<file path="src/rtl/result_mem_reader.sv">
// result_mem_reader
//   Drains a DEPTH-entry sum memory through its read-only block RAM port.
//   Each stored sum is presented on a valid/ready stream. A running total and
//   a maximum are accumulated over the pass.
//
// Ports
//   clk, reset         : single clock; synchronous active-high reset
//   start              : begin a pass (honoured only when idle)
//   mem_ena/wea/addr   : RAM port (read-only, so wea is tied low)
//   mem_dout           : RAM read data, READ_LAT cycles after the enable
//   out_valid/ready    : stream handshake
//   out_data/index/last: current sum, its address, final-element flag
//   total, max_val     : sum and maximum of the accepted elements this pass
//   busy, done         : not-idle flag; one-cycle end-of-pass pulse
module result_mem_reader #(
  parameter int DEPTH    = 8,
  parameter int ADDR_W   = 3,
  parameter int DATA_W   = 9,
  parameter int READ_LAT = 1,
  parameter int SUM_W    = DATA_W + ADDR_W
) (
  input  logic              clk,
  input  logic              reset,
  input  logic              start,
  output logic              mem_ena,
  output logic              mem_wea,
  output logic [ADDR_W-1:0] mem_addr,
  input  logic [DATA_W-1:0] mem_dout,
  output logic              out_valid,
  input  logic              out_ready,
  output logic [DATA_W-1:0] out_data,
  output logic [ADDR_W-1:0] out_index,
  output logic              out_last,
  output logic [SUM_W-1:0]  total,
  output logic [DATA_W-1:0] max_val,
  output logic              busy,
  output logic              done
);

  localparam int CNT_W = 3;  // holds READ_LAT-1 for READ_LAT up to 4

  typedef enum logic [2:0] {
    S_IDLE, S_ISSUE, S_WAIT, S_PRESENT, S_FINISH
  } state_t;

  state_t              r_state, w_next;
  logic [ADDR_W-1:0]   r_index;
  logic [CNT_W-1:0]    r_cnt;
  logic [DATA_W-1:0]   r_out_data;
  logic [ADDR_W-1:0]   r_out_index;
  logic [SUM_W-1:0]    r_total;
  logic [DATA_W-1:0]   r_max;
  logic                w_hs;
  logic                w_last_idx;

  assign w_hs       = (r_state == S_PRESENT) && out_ready;
  assign w_last_idx = (r_index == ADDR_W'(DEPTH - 1));

  always_ff @(posedge clk) begin
    if (reset) r_state <= S_IDLE;
    else       r_state <= w_next;
  end

  always_comb begin
    w_next = r_state;
    case (r_state)
      S_IDLE:    if (start) w_next = S_ISSUE;
      S_ISSUE:   w_next = S_WAIT;
      S_WAIT:    if (r_cnt == '0) w_next = S_PRESENT;
      S_PRESENT: if (w_hs) w_next = w_last_idx ? S_FINISH : S_ISSUE;
      S_FINISH:  w_next = S_IDLE;
      default:   w_next = S_IDLE;
    endcase
  end

  always_ff @(posedge clk) begin
    if (reset) begin
      r_index     <= '0;
      r_cnt       <= '0;
      r_out_data  <= '0;
      r_out_index <= '0;
      r_total     <= '0;
      r_max       <= '0;
    end else begin
      case (r_state)
        S_IDLE: if (start) begin
          r_index <= '0;
          r_total <= '0;
          r_max   <= '0;
        end
        S_ISSUE: r_cnt <= CNT_W'(READ_LAT - 1);
        S_WAIT: begin
          // Counter reaches zero in the cycle the RAM data is valid.
          if (r_cnt == '0) begin
            r_out_data  <= mem_dout;
            r_out_index <= r_index;
          end else begin
            r_cnt <= r_cnt - 1'b1;
          end
        end
        S_PRESENT: if (out_ready) begin
          r_total <= r_total + SUM_W'(r_out_data);
          if (r_out_data > r_max) r_max <= r_out_data;
          // Index stays at DEPTH-1 after the last element; no wrap.
          if (!w_last_idx) r_index <= r_index + 1'b1;
        end
        default: ;
      endcase
    end
  end

  // Address follows the index, which only moves on a handshake, so it
  // naturally holds its value while the port is disabled.
  assign mem_ena   = (r_state == S_ISSUE);
  assign mem_wea   = 1'b0;
  assign mem_addr  = r_index;
  assign out_valid = (r_state == S_PRESENT);
  assign out_data  = r_out_data;
  assign out_index = r_out_index;
  assign out_last  = out_valid && (r_out_index == ADDR_W'(DEPTH - 1));
  assign total     = r_total;
  assign max_val   = r_max;
  assign busy      = (r_state != S_IDLE);
  assign done      = (r_state == S_FINISH);

endmodule

</file>
<file path="config.mk">
export PLATFORM = sky130hd
export DESIGN_NAME = result_mem_reader
export DESIGN_NICKNAME = d
export VERILOG_FILES = /design/src/rtl/result_mem_reader.sv
export SDC_FILE = /design/constraint.sdc
export NUM_CORES = 1
export LEC_CHECK = 0
export CAP_MARGIN = 0
export CORE_UTILIZATION = 45
export DETAILED_ROUTE_END_ITERATION = 8
export HOLD_SLACK_MARGIN = 0.15
export PLACE_DENSITY = 0.76
export SLEW_MARGIN = 40
export SYNTH_ARGS = -nofsm -noshare
export SYNTH_HDL_FRONTEND = slang
export SYNTH_SLANG_ARGS = --single-unit
</file>
<file path="constraint.sdc">
create_clock -name clk -period 1.89 [get_ports clk]
set_input_delay 0.378 -clock clk [delete_from_list [all_inputs] [get_ports clk]]
set_output_delay 0.378 -clock clk [all_outputs]
set_load 0.02 [all_outputs]
</file>
==> out/results.ini <==
[yosys]
ys_warn_count=0
synth_top_area_share_pct=34.8
synth_xor_area_share_pct=1.45
yosysSeqAreaShare_pct=34.8
synth_fa_ha_area_share_pct=12.2
synthCells=297
synth_top_area_cell=dfxtp_1
ys_ff_latch=42
synth_compound_area_share_pct=17.5
syn_area_mm2=0.00242
avgSynthCellArea_um2=8.13
syn_nets=333
synthMuxAreaShare_pct=4.14
synth_area_leaders=dfxtp_1, ha_1, nand2_1
synth-simple-area-share_pct=24.0
synth_top_family_by_area=simple AND/OR/NAND/NOR gates
synth_cell_types=50

[worst_setup_path]
end_kind=register
r2r-start=total[0]$_SDFFE_PP0P_
crit_arrival_ns=2.22
r2r_cells=8
r2r-end=total[6]$_SDFFE_PP0P_
cp_cell_sequence=ha_4 > inv_2 > fa_2 > nor2b_2 > o31a_1 > o21ai_2 > a2111oi_2 > a311o_1
critical_path_class=register to register
cp_slowest_stage_delay_ns=0.36
crit_family=compound AO/OA/AOI/OAI gates
cp-start-kind=register
path_buf_inv=1
cp_slowest_cell=dfxtp_4
required_ns=2.14
rrSetupSlack_ns=-0.08
critical_path.max_fanout=4

[timing]
setup_viol=8
finalSetupTns_ns=-0.313
post-route-min-period_ns=1.97
max_freq_mhz=508
timing.final.crit_share_pct=104
skew_ns=0.00975
slew_viol_final=0
worst_slack_ns=-0.0800
whs_ns=0.479
finalHoldViolCount=0
rsz0062_at_grt=yes
maxSlewHeadroom_pct=64.1
tightestPinTransition_ns=0.536

[min_path]
hold_depth=2
min-delay-start=out_index[1]$_SDFFE_PP0P_
hp-class=register to register
min_to=out_index[1]$_SDFFE_PP0P_

[clock_network]
clockRootBuffer=clkbuf_8
cts_buffers=5
cts_max_path_buffers=2
cts.reportedPaths.clkPinSlew_ns=0.08
clkLatencyLatePin_ns=0.30
clock_sinks=42
cts_hold_buf=0
h-tree-depth=2
cts_tree=yes

[grt]
grt_pass1_vias=2216
grt-ovfl-total=0
antenna_found_initial=0
grt_use_total_pct=23.8
grt_max_degree=21
grt_pass1_wl_um=10200

[place]
gp_congestion=0.856
placed_cells=455
dp_slack_ns=-0.184
hpwlAfterDp_um=4620
port_buffers=53

[finish]
final_common_cell=nand2_1
regArea_um2=873
nNetsFinal=432
areaGrowthSynthToFinish_pct=48.9
fill_cells=443
mostFrequentLayoutCells=nand2_1, buf_4, clkdlybuf4s50_1
diodes=0
multi_input_area_mm2=0.00155
drive_gt1_share_pct=24.7
layoutNonFillerInstCount=467

[routing]
via_per_inst=5.28
drt_first_pass_iters=4
drc=0
ant_nets=0
post_drt_wl_per_cell_um=13.6
num_vias=2465
drt_wl_total_um=6340
first_iter_violations=140

[die]
start_util_pct=47.0
fp.dieH_um=75.3
die_w_um=75.3
core_area_mm2=0.00514
row_count=26
die_area_mm2=0.00567
ios=55

[power_and_ir_drop]
p_per_area_mw_per_mm2=537
peakVddDrop_uv=427
power.leakage_nw=1.51

[run_status]
outcome=complete, but fails checks
violations=setup timing

[run]
maxCapViolations=0

-- flip-flops by register name (all words and copies together), names as in the netlist --
| signal | count |
|---|---|
| out_index | 3 |
| total | 12 |
| mem_addr | 3 |
| max_val | 9 |
| out_data | 9 |
| r_cnt | 3 |
| r_state | 3 |
-- metrics by stage --
step           util (%)  power, mW  instance area, um^2
2_1_floorplan         -       1.15                 2460
3_3_place_gp       65.7       1.34                 3380
3_5_place_dp       65.7       1.35                 3380
4_1_cts            69.4       1.93                 3570
5_1_grt            70.0       2.01                 3600
6_report           70.0       1.93                 3600
-- cell families after synthesis --
family	count (synthesis)
and+or+nand+nor	117
AOI/OAI and AO/OA	67
DFF	42
buffers and inverters	33
adders and majority gates	23
muxes	10
xor gates and xnor gates	4
other	1
-- worst min-delay path: cells and delay by family, from the launching register on --
family,cells,cell delay [ns]
AO/OA/AOI/OAI,1,0.05
flip-flops,1,0.33
AND/OR/NAND/NOR,1,0.06
-- per-layer routing --
layer | vias to the layer above | routed length (um) | global-route usage (%)
met4 | 0 | 55 | 7.20
li1 | 1236 | - | -
met2 | 57 | 3260 | 42.0
met5 | - | 0 | 0
met1 | 1164 | 2730 | 29.5
met3 | 8 | 295 | 4.02
-- cell type report --
class | count | share of cell area (%)
clock inverters | 2 | 0.278
flip-flops and latches | 42 | 24.3
inverters | 19 | 1.98
clock buffers | 6 | 2.02
repair buffers | 106 | 25.9
well taps | 70 | 2.43
multi-input cells | 222 | 43.1
-- timing repair --
item / CTS / global route
gates resized for setup: 24 / 8
endpoints found under the setup margin: 17 / 19
pin swaps: 11 / 4
endpoints found under the hold margin: 0 / 0
buffers inserted: 4 / 0
-- how the worst max path moves through the flow --
stage	start	cells after the start	endpoint	slack (ns)
6_report	total[0]$_SDFFE_PP0P_	8	total[6]$_SDFFE_PP0P_	-0.08
5_1_grt	total[0]$_SDFFE_PP0P_	8	total[6]$_SDFFE_PP0P_	-0.15
4_1_cts	total[0]$_SDFFE_PP0P_	8	total[6]$_SDFFE_PP0P_	-0.04
3_5_place_dp	out_data[1]$_SDFFE_PP0P_	6	total[11]$_SDFFE_PP0P_	-0.18
3_3_place_gp	start	6	total[10]$_SDFFE_PP0P_	-0.13
2_1_floorplan	out_data[0]$_SDFFE_PP0P_	8	total[6]$_SDFFE_PP0P_	-0.009
-- cells in the mapped netlist (all sizes together) --
| library cell | n |
|---|---|
| nor4 | 3 |
| nand2b | 12 |
| o31a | 2 |
| a41oi | 1 |
| o211ai | 2 |
| buf | 3 |
| and2 | 1 |
| nor3b | 1 |
| a41o | 1 |
| o21bai | 1 |
| a2111oi | 1 |
| nand4b | 3 |
| ha | 22 |
| a211oi | 2 |
| o21ai | 12 |
| nand3 | 5 |
| nor4b | 2 |
| o221ai | 1 |
| a22oi | 4 |
| and4 | 1 |
| o21a | 1 |
| a31oi | 3 |
| and3 | 5 |
| inv | 19 |
| fa | 1 |
| xor2 | 4 |
| a21oi | 27 |
| nand3b | 2 |
| a221o | 1 |
| a311o | 1 |
| mux2i | 10 |
| nor2b | 3 |
| or3 | 5 |
| nand2 | 53 |
| nor2 | 17 |
| a21boi | 2 |
| conb | 1 |
| a211o | 1 |
| or4b | 1 |
| dfxtp | 42 |
| clkbuf | 11 |
| nor3 | 2 |
| o31ai | 2 |
| and4b | 1 |
| a21o | 2 |
-- power by group --
| group | internal [mW] | switching (mW) | leakage (nW) |
|---|---|---|---|
| registers | 0.899 | 0.0237 | 0.348 |
| logic | 0.216 | 0.214 | 1.12 |
| clock network | 0.256 | 0.321 | 0.0450 |
| total | 1.37 | 0.559 | 1.51 |
No activity file was read; power rests on OpenSTA's default activity.
